$ cat config.mk
export PLATFORM = sky130hd
export DESIGN_NAME = pipe_hazard_unit_flat
export DESIGN_NICKNAME = d
export VERILOG_FILES = /design/src/rtl/pipe_hazard_unit_if.sv /design/src/rtl/pipe_hazard_unit.sv /design/src/flat_wrapper.sv
export SDC_FILE = /design/constraint.sdc
export NUM_CORES = 1
export LEC_CHECK = 0
export CORE_UTILIZATION = 45
export CTS_CLUSTER_DIAMETER = 80
export DETAILED_ROUTE_END_ITERATION = 16
export GPL_TIMING_DRIVEN = 0
export PLACE_DENSITY_LB_ADDON = 0.2
export SLEW_MARGIN = 20
export SYNTH_ARGS = -nofsm -noshare
export SYNTH_HDL_FRONTEND = slang
export SYNTH_SLANG_ARGS = --single-unit
$ cat constraint.sdc
create_clock -name clk -period 2.2 [get_ports clk]
set_clock_uncertainty 0.15 [all_clocks]
set_input_delay 0.33 -clock clk [delete_from_list [all_inputs] [get_ports clk]]
set_output_delay 0.33 -clock clk [all_outputs]
set_load 0.01 [all_outputs]
$ cat src/rtl/pipe_hazard_unit_if.sv
`default_nettype none
// ============================================================================
// Module      : pipe_hazard_unit_if
// Description : ID-stage hazard/forward control bundle between the pipeline
//               and pipe_hazard_unit.
// Revision    : 1.0 - initial release
// ============================================================================
interface pipe_hazard_unit_if #(
    parameter int RFIDX_WIDTH = 5,
    parameter int FW          = 3
);
    logic                   id_valid;
    logic [RFIDX_WIDTH-1:0] id_rs1;
    logic [RFIDX_WIDTH-1:0] id_rs2;
    logic                   id_use_rs1;
    logic                   id_use_rs2;
    logic                   id_regwrite;
    logic [RFIDX_WIDTH-1:0] id_rd;
    logic [1:0]             id_class;
    logic                   redirect;
    logic                   stall_if_id;
    logic                   bubble_ex;
    logic                   flush_id;
    logic                   mdu_busy;
    logic [FW-1:0]          fwd_a;
    logic [FW-1:0]          fwd_b;

    modport master (
        output id_valid, id_rs1, id_rs2, id_use_rs1, id_use_rs2,
               id_regwrite, id_rd, id_class, redirect,
        input  stall_if_id, bubble_ex, flush_id, mdu_busy, fwd_a, fwd_b
    );

    modport slave (
        input  id_valid, id_rs1, id_rs2, id_use_rs1, id_use_rs2,
               id_regwrite, id_rd, id_class, redirect,
        output stall_if_id, bubble_ex, flush_id, mdu_busy, fwd_a, fwd_b
    );
endinterface
`default_nettype wire

$ cat src/rtl/pipe_hazard_unit.sv
`default_nettype none
// ============================================================================
// Module      : pipe_hazard_unit
// Description : Scoreboard-based interlock and operand-forwarding controller
//               for an in-order pipeline with NSTAGE tracked stages after ID.
// Revision    : 1.0 - initial release
// ============================================================================
module pipe_hazard_unit #(
    parameter int RFIDX_WIDTH = 5,
    parameter int NSTAGE      = 3,
    parameter int LOAD_LAT    = 1,
    parameter int MDU_CYCLES  = 4,
    parameter int FW          = 3
) (
    input  wire logic         clk,
    input  wire logic         reset,
    pipe_hazard_unit_if.slave bus
);
    localparam logic [1:0] c_CLS_ALU  = 2'b00;
    localparam logic [1:0] c_CLS_LOAD = 2'b01;
    localparam logic [1:0] c_CLS_MDU  = 2'b10;
    localparam logic [3:0] c_MDU_LOAD = 4'(MDU_CYCLES - 1);

    typedef struct packed {
        logic                   valid;
        logic                   wr;
        logic [RFIDX_WIDTH-1:0] rd;
        logic [FW-1:0]          rdy;
    } entry_t;

    entry_t        r_sb [1:NSTAGE];
    logic [3:0]    r_mduCnt;
    logic [FW-1:0] r_fwdA;
    logic [FW-1:0] r_fwdB;

    logic          w_mduBusy;
    logic          w_stall;
    logic [FW-1:0] w_hitA;
    logic [FW-1:0] w_hitB;
    logic          w_waitA;
    logic          w_waitB;
    logic [FW-1:0] w_fwdA;
    logic [FW-1:0] w_fwdB;
    entry_t        w_new;

    assign w_mduBusy = (r_mduCnt != 4'd0);

    // Walk oldest to youngest so the youngest matching writer wins.
    always_comb begin
        w_hitA  = '0;
        w_hitB  = '0;
        w_waitA = 1'b0;
        w_waitB = 1'b0;
        for (int k = NSTAGE; k >= 1; k--) begin
            if (r_sb[k].valid && r_sb[k].wr && (r_sb[k].rd == bus.id_rs1)) begin
                w_hitA  = FW'(k);
                w_waitA = (r_sb[k].rdy > FW'(k));
            end
            if (r_sb[k].valid && r_sb[k].wr && (r_sb[k].rd == bus.id_rs2)) begin
                w_hitB  = FW'(k);
                w_waitB = (r_sb[k].rdy > FW'(k));
            end
        end
        if (!(bus.id_valid && bus.id_use_rs1) || (bus.id_rs1 == '0)) begin
            w_hitA  = '0;
            w_waitA = 1'b0;
        end
        if (!(bus.id_valid && bus.id_use_rs2) || (bus.id_rs2 == '0)) begin
            w_hitB  = '0;
            w_waitB = 1'b0;
        end
    end

    // The producer moves one stage along as the consumer enters stage 1;
    // a producer leaving the last stage is covered by register-file write-through.
    assign w_fwdA = ((w_hitA == '0) || (w_hitA == FW'(NSTAGE))) ? '0 : w_hitA + FW'(1);
    assign w_fwdB = ((w_hitB == '0) || (w_hitB == FW'(NSTAGE))) ? '0 : w_hitB + FW'(1);

    assign w_stall = w_waitA || w_waitB || w_mduBusy ||
                     (bus.id_valid && (bus.id_class == c_CLS_MDU) && w_mduBusy);

    always_comb begin
        w_new       = '0;
        w_new.valid = bus.id_valid;
        w_new.wr    = bus.id_regwrite && (bus.id_rd != '0);
        w_new.rd    = bus.id_rd;
        unique case (bus.id_class)
            c_CLS_ALU:  w_new.rdy = FW'(1);
            c_CLS_LOAD: w_new.rdy = FW'(1 + LOAD_LAT);
            c_CLS_MDU:  w_new.rdy = FW'(1);
            default:    w_new.rdy = '0;
        endcase
    end

    always_ff @(posedge clk or negedge reset) begin
        if (!reset) begin
            for (int k = 1; k <= NSTAGE; k++) begin
                r_sb[k] <= '0;
            end
            r_mduCnt <= 4'd0;
            r_fwdA   <= '0;
            r_fwdB   <= '0;
        end else begin
            for (int k = NSTAGE; k >= 3; k--) begin
                r_sb[k] <= r_sb[k-1];
            end
            if (w_mduBusy) begin
                // Stage 1 and the forward selects hold; a hole opens behind it.
                r_sb[2]  <= '0;
                r_mduCnt <= r_mduCnt - 4'd1;
            end else begin
                r_sb[2] <= r_sb[1];
                if (bus.redirect || w_stall) begin
                    r_sb[1] <= '0;
                    r_fwdA  <= '0;
                    r_fwdB  <= '0;
                end else begin
                    r_sb[1] <= w_new;
                    r_fwdA  <= w_fwdA;
                    r_fwdB  <= w_fwdB;
                    if (bus.id_valid && (bus.id_class == c_CLS_MDU) && (MDU_CYCLES > 1)) begin
                        r_mduCnt <= c_MDU_LOAD;
                    end
                end
            end
        end
    end

    assign bus.stall_if_id = w_stall;
    assign bus.bubble_ex   = w_stall;
    assign bus.flush_id    = bus.redirect;
    assign bus.mdu_busy    = w_mduBusy;
    assign bus.fwd_a       = r_fwdA;
    assign bus.fwd_b       = r_fwdB;

endmodule
`default_nettype wire

$ cat src/flat_wrapper.sv
// flat-port wrapper written by rule: the top's interface ports become plain ports
module pipe_hazard_unit_flat 
#(
    parameter int RFIDX_WIDTH = 5,
    parameter int NSTAGE      = 3,
    parameter int LOAD_LAT    = 1,
    parameter int MDU_CYCLES  = 4,
    parameter int FW          = 3
)
  (clk, reset, bus_id_valid, bus_id_rs1, bus_id_rs2, bus_id_use_rs1, bus_id_use_rs2, bus_id_regwrite, bus_id_rd, bus_id_class, bus_redirect, bus_stall_if_id, bus_bubble_ex, bus_flush_id, bus_mdu_busy, bus_fwd_a, bus_fwd_b);
  pipe_hazard_unit_if #(.RFIDX_WIDTH(RFIDX_WIDTH), .FW(FW)) bus_i ();
  input  wire logic clk;
  input  wire logic reset;
  input wire logic [$bits(bus_i.id_valid)-1:0] bus_id_valid;
  input wire logic [$bits(bus_i.id_rs1)-1:0] bus_id_rs1;
  input wire logic [$bits(bus_i.id_rs2)-1:0] bus_id_rs2;
  input wire logic [$bits(bus_i.id_use_rs1)-1:0] bus_id_use_rs1;
  input wire logic [$bits(bus_i.id_use_rs2)-1:0] bus_id_use_rs2;
  input wire logic [$bits(bus_i.id_regwrite)-1:0] bus_id_regwrite;
  input wire logic [$bits(bus_i.id_rd)-1:0] bus_id_rd;
  input wire logic [$bits(bus_i.id_class)-1:0] bus_id_class;
  input wire logic [$bits(bus_i.redirect)-1:0] bus_redirect;
  output wire logic [$bits(bus_i.stall_if_id)-1:0] bus_stall_if_id;
  output wire logic [$bits(bus_i.bubble_ex)-1:0] bus_bubble_ex;
  output wire logic [$bits(bus_i.flush_id)-1:0] bus_flush_id;
  output wire logic [$bits(bus_i.mdu_busy)-1:0] bus_mdu_busy;
  output wire logic [$bits(bus_i.fwd_a)-1:0] bus_fwd_a;
  output wire logic [$bits(bus_i.fwd_b)-1:0] bus_fwd_b;
  assign bus_i.id_valid = bus_id_valid;
  assign bus_i.id_rs1 = bus_id_rs1;
  assign bus_i.id_rs2 = bus_id_rs2;
  assign bus_i.id_use_rs1 = bus_id_use_rs1;
  assign bus_i.id_use_rs2 = bus_id_use_rs2;
  assign bus_i.id_regwrite = bus_id_regwrite;
  assign bus_i.id_rd = bus_id_rd;
  assign bus_i.id_class = bus_id_class;
  assign bus_i.redirect = bus_redirect;
  assign bus_stall_if_id = bus_i.stall_if_id;
  assign bus_bubble_ex = bus_i.bubble_ex;
  assign bus_flush_id = bus_i.flush_id;
  assign bus_mdu_busy = bus_i.mdu_busy;
  assign bus_fwd_a = bus_i.fwd_a;
  assign bus_fwd_b = bus_i.fwd_b;
  pipe_hazard_unit #(.RFIDX_WIDTH(RFIDX_WIDTH), .NSTAGE(NSTAGE), .LOAD_LAT(LOAD_LAT), .MDU_CYCLES(MDU_CYCLES), .FW(FW)) u_core (.clk(clk), .reset(reset), .bus(bus_i));
endmodule
Word level (Yosys, flattened, before mapping)
Cells that the tools add are included.
{"block": "totals", "register_bits": 40, "elab_cells": 92}
{"block": "op_classes", "reduce_logical": 34, "addsub": 3, "n_mux": 26, "n_eq_ne": 11, "n_lt_le_gt_ge": 3}
{"cell": "$eq 5x5->1", "count": 6}
{"cell": "$mux 3", "count": 7}
{"cell": "$mux 10", "count": 2}
{"cell": "$logic_and 1x1->1", "count": 14}
{"cell": "$mux 4", "count": 3}
{"cell": "$logic_not 5->1", "count": 2}
{"cell": "$mux 2", "count": 5}
{"cell": "$logic_or 1x1->1", "count": 8}
{"cell": "$mux 1", "count": 8}
{"cell": "$gt 3x2->1 const B", "count": 2}
{"cell": "$logic_not 3->1", "count": 2}
{"cell": "$reduce_bool 5->1", "count": 1}
{"cell": "$eq 2x2->1 const B", "count": 2}
{"cell": "$pmux 2 s2", "count": 1}
{"cell": "$reduce_bool 4->1", "count": 1}
{"cell": "$sub 4x1->4 const B", "count": 1}
{"cell": "$add 2x1->3 const B", "count": 1}
{"cell": "$add 3x1->3 const B", "count": 1}
{"cell": "$eq 3x2->1 const B", "count": 1}
{"cell": "$gt 3x1->1 const B", "count": 1}
{"cell": "$eq 2x1->1 const B", "count": 1}
{"cell": "$logic_not 1->1", "count": 2}
{"cell": "$logic_not 2->1", "count": 1}
{"cell": "$ne 2x1->1 const B", "count": 1}
{"cell": "other kinds (3)", "count": 3}

Depth between registers and ports, before layout
Gate-level depths: netlist (run 1).
{"block": "depth", "ltp_word": 12, "mapped_depth": 9}

Least setup slack after synthesis (run 1)
Ideal clock, no wire load.
{"block": "synth_timing", "path_type": "in2reg", "startpoint": "in bus_id_rs2[4]", "endpoint": "reg u_core.r_fwdB[2] (netlist: u_core.bus.fwd_b[2])", "cell_stages": 8, "path_slack_ns": -0.091, "path_buffers": 1, "t_arrival_ns": 2.037, "path_cell_list": "clkbuf_2 -> xnor2_1 -> nand4_1 -> nor3_1 -> o21ai_0 -> ha_1 -> or2_2 -> o41ai_2"}
{"block": "synth_between", "elab_chain_len": 11}
{"item": "from (decl)", "line": "flat_wrapper.sv:16", "rtl": "input wire logic [$bits(bus_i.id_rs2)-1:0] bus_id_rs2;"}
{"item": "branches (longest 10 deep; another with $add 2x1->3)"}
{"item": "$mux 3 *", "line": "pipe_hazard_unit.sv:113", "rtl": "if (bus.redirect || w_stall) begin"}
{"item": "to (signal assigned)", "line": "pipe_hazard_unit.sv:120", "rtl": "r_fwdB <= w_fwdB;"}
{"item": "to (decl)", "line": "pipe_hazard_unit.sv:34", "rtl": "logic [FW-1:0] r_fwdB;"}
Mark *: on every way between the ends.
A chain may end at the register's enable or synchronous reset.

Final worst setup path (run 1)
{"block": "layout_timing", "startpoint": "reg u_core.r_sb[23] in the netlist's numbering", "endpoint": "out bus_stall_if_id"}
{"block": "layout_between", "elab_chain_len": 7}
{"item": "from (decl)", "line": "pipe_hazard_unit.sv:31", "rtl": "entry_t r_sb [1:NSTAGE];"}
{"item": "from (signal, indexed assignment)", "line": "pipe_hazard_unit.sv:105", "rtl": "r_sb[k] <= r_sb[k-1];"}
{"item": "$eq 5x5->1, on equally long branches", "line": "pipe_hazard_unit.sv:55, pipe_hazard_unit.sv:59"}
{"item": "$logic_and 1x1->1, on equally long branches", "line": "pipe_hazard_unit.sv:55, pipe_hazard_unit.sv:59"}
{"item": "$mux 1, on equally long branches", "line": "pipe_hazard_unit.sv:55, pipe_hazard_unit.sv:59"}
{"item": "$mux 1, on equally long branches", "line": "pipe_hazard_unit.sv:64, pipe_hazard_unit.sv:68"}
{"item": "$logic_or 1x1->1 * (3 in a row)", "line": "pipe_hazard_unit.sv:79", "rtl": "assign w_stall = w_waitA || w_waitB || w_mduBusy ||"}
{"item": "to (decl)", "line": "flat_wrapper.sv:23", "rtl": "output wire logic [$bits(bus_i.stall_if_id)-1:0] bus_stall_if_id;"}
Mark *: on every way between the ends. The rest lies on a longest branch, timed or not.

==> metrics.txt, run 1 <==
outcome=complete, but fails checks; failing checks=negative setup slack; PwrDens=approximately 840 nW/um^2; Post-Place Cells=roughly 270; post-synth top area share=44.8%; DR WL/cell=17.2 microns; clk_lat worst skew=a little under 0.3 ns; R2R depth=10; max-slew violations=0; initial cell density of the core=47.8%; root buffer cell=clkbuf_8; Die Area=about 4600 sq um; die height=67.9 microns; number of H-tree levels=2; Hold Path Class=in2async; Overall Power=around 0.0024 W; asr flop ratio synth=100%; detailed-route via count=about 1600; largest cells by area after synthesis=dfrtp_1 (45%), xnor2_1 (6.7%), xor2_1 (5.8%); number of distinct library cells after synthesis=44; Sequential Power Share=between 40% and 50%; diode count=0; vias per inst=between 5 and 6; CP required=approximately 1.7 ns; first-pass GRT wire length=about 7700 microns; initial antenna violation count=0; most used cell, CP=buf_6; gp weighted congestion=approximately 0.84; #FFs+latches synth=35; total global-route track usage=a little under a quarter; most used standard cell by instance count after synthesis=dfrtp_1; Worst Slack Setup Final=-0.343 ns; Crit path largest cell delay=0.45 ns; Post-DP Area=roughly 2400 sq um; GR Overflow Total=0; I/O Pins=34; drt pass-1 iters=4; final setup fails=19; Clock transition at path regs=0.08 ns; Final min period=2.54 ns; Yosys top cell by area=dfrtp_1; clock sink count=35; Crit-path slowest cell=dfrtp_1; Non-Filler Instances=approximately 300; CP Class=reg2out; TritonCTS clock tree=yes; Max Cap Viol=0; die width=67.9 microns; largest net degree at the start of global routing=27; Int Pwr=0.00147 W; Longest Clk Path Bufs=2; P&R area growth vs syn=43.8%; Leak=~1.2 nW; layout cell share with drive strength beyond 1=between 30% and 40%; # rows=23; post-route ant nets=0; number of global-route vias before repair=~1600; Final Cell Area=around 2800 sq um; CTS Buf Count=5; final-report hold violation count=0; Cell Area, Synth=1950 sq um; Max VDD drop=between 600 and 700 uV; # nets final=276; Detail Placement HPWL=roughly 3400 microns; Rel. slew slack=between 50 and 60%; Mapped Nets=about 220; switch share=a little under two fifths; YS warnings=0; initial drt markers=86; ys flop type=dfrtp_1; syn_area_per_cell=roughly 10 sq um; Psw=0.000888 W; Levels on crit path=8; commonest cells in the netlist=dfrtp_1 (35), nand2_1 (30), xnor2_1 (15); Achievable Freq=393 MHz; Startpoint Class=flop; CP max FO=4; CP top delay family=flip-flops; drt drc=0; IO buf count=32; clock share of power=roughly a fifth; core area=around 4100 sq um; Tcrit/Tclk final=116%; Seq/Total Area, Yosys=roughly 45%; RSZ-0062 raised after global routing=true; fillers=300; CP Cell Sequence=xor2_1 -> nor4_2 -> buf_4 -> and2_1 -> a32oi_4 -> nand3_2 -> buf_6 -> buf_6; routed wire length=about 5100 microns; CP Capture Type=output pin; Buf/Inv on CP=3; EDFF count, synth=0; cell count after synthesis=190; worst path arrival time=roughly 2 ns; worst-margin pin slew=approximately 0.62 ns; Comb power frac=39.8%
[registers in the layout, indices dropped and copies added, names as in the netlist]
register / flops
u_core.r_mduCnt: 4
u_core.bus.fwd_b: 3
u_core.bus.fwd_a: 3
u_core.r_sb: 25
[placed cells by master, fill, tap and decap left out, drive strengths merged, types with 2 or more instances in the layout]
master	instances
and2	9
o21ai	12
a21oi	3
nand2	30
or3	4
clkbuf	9
o22ai	2
clkdlybuf4s50	18
clkinvlp	2
nor2	4
nor3	2
dlygate4sd2	3
nand3	5
or4	3
ha	5
nand3b	2
o31ai	5
inv	9
xnor2	15
nor4	3
dfrtp	35
buf	29
nand4	2
xor2	13
o211ai	3
nor2b	2
clkdlybuf4s15	2
[cells by family after synthesis]
family / Yosys count / share of synthesized area, %
flip-flops: 35 / 44.8
XOR/XNOR: 28 / 12.6
adder cells (fa/ha/maj): 5 / 3.20
multiplexers: 1 / 0.513
buffers and inverters: 17 / 4.10
AND/OR/NAND/NOR: 69 / 18.5
AO/OA/AOI/OAI: 35 / 16.3
[power groups by stage]
stage	Clock, W	Sequential, W	Combinational [W]
detailed placement	0	0.000945	0.000724
global placement	0	0.000937	0.000706
global route	0.000494	0.000974	0.00103
CTS	0.000472	0.000941	0.000851
floorplan	0	0.000906	0.000504
finish	0.000466	0.000954	0.000939
[worst paths after layout]
kind	from	to	slack (ns)
min reg2reg	u_core.r_sb[18]	u_core.r_sb[8]	0.27
max reg2reg	u_core.r_sb[15]	u_core.r_sb[21]	-0.21
max	u_core.r_sb[23]	bus_stall_if_id	-0.34
min	reset	u_core.r_sb[8]	0.27
max in group asynchronous	reset	u_core.r_sb[26]	1.20
min in group clk	u_core.r_sb[18]	u_core.r_sb[8]	0.27
[cell type report]
cell class / count / area, sq um / share of cell area [%]
clock inverters: 3 / 20.0 / 0.713
flip-flops and latches: 35 / 878 / 31.3
repair buffers: 50 / 487 / 17.3
well taps: 50 / 62.6 / 2.23
plain buffers: 8 / 71.3 / 2.54
multi-input cells: 138 / 1190 / 42.2
clock buffers: 5 / 68.8 / 2.45
inverters: 9 / 33.8 / 1.20
[per-layer routing]
metal / wire [microns] / up-vias / GRT usage [%]
met4: 104 / 0 / 9.38
li1: - / 767 / -
met3: 155 / 14 / 3.67
met1: 2270 / 801 / 30.6
met5: 0 / - / 0
met2: 2600 / 41 / 40.2
[per-stage QoR]
| step | worst slack (ns) | TNS, ns | hold WS [ns] | utilization (%) |
|---|---|---|---|---|
| 5_1_grt | -0.405 | -4.87 | 0.284 | 68.7 |
| 6_report | -0.343 | -3.12 | 0.265 | 68.7 |
| 4_1_cts | -0.360 | -2.28 | 0.266 | 66.2 |
| 3_3_place_gp | -1.07 | -15.58 | 0.245 | 57.6 |
| 2_1_floorplan | -0.0125 | -0.0125 | -0.116 | - |
| 3_5_place_dp | -1.11 | -12.24 | 0.0601 | 57.9 |
[repair_timing]
| item | CTS | global route |
|---|---|---|
| resized for setup | 69 | 15 |
| endpoints found under the setup margin | 20 | 20 |
| hold endpoints to repair | 9 | 0 |
| setup buffers | 9 | 8 |
| cloned | 1 | 0 |
| hold buffers | 1 | 0 |
| pin swaps | 14 | 12 |
(Power assumes the default switching activity.)
==> run 2, diff against run 1 <==
--- a/config.mk
+++ b/config.mk
@@ -5,6 +5,7 @@
 export SDC_FILE = /design/constraint.sdc
 export NUM_CORES = 1
 export LEC_CHECK = 0
+export ABC_CLOCK_PERIOD_IN_PS = 2200
 export CORE_UTILIZATION = 45
 export CTS_CLUSTER_DIAMETER = 80
 export DETAILED_ROUTE_END_ITERATION = 16
==> results of run 2 <==
The final DEF is identical to that of run 1; final timing and power are the same.
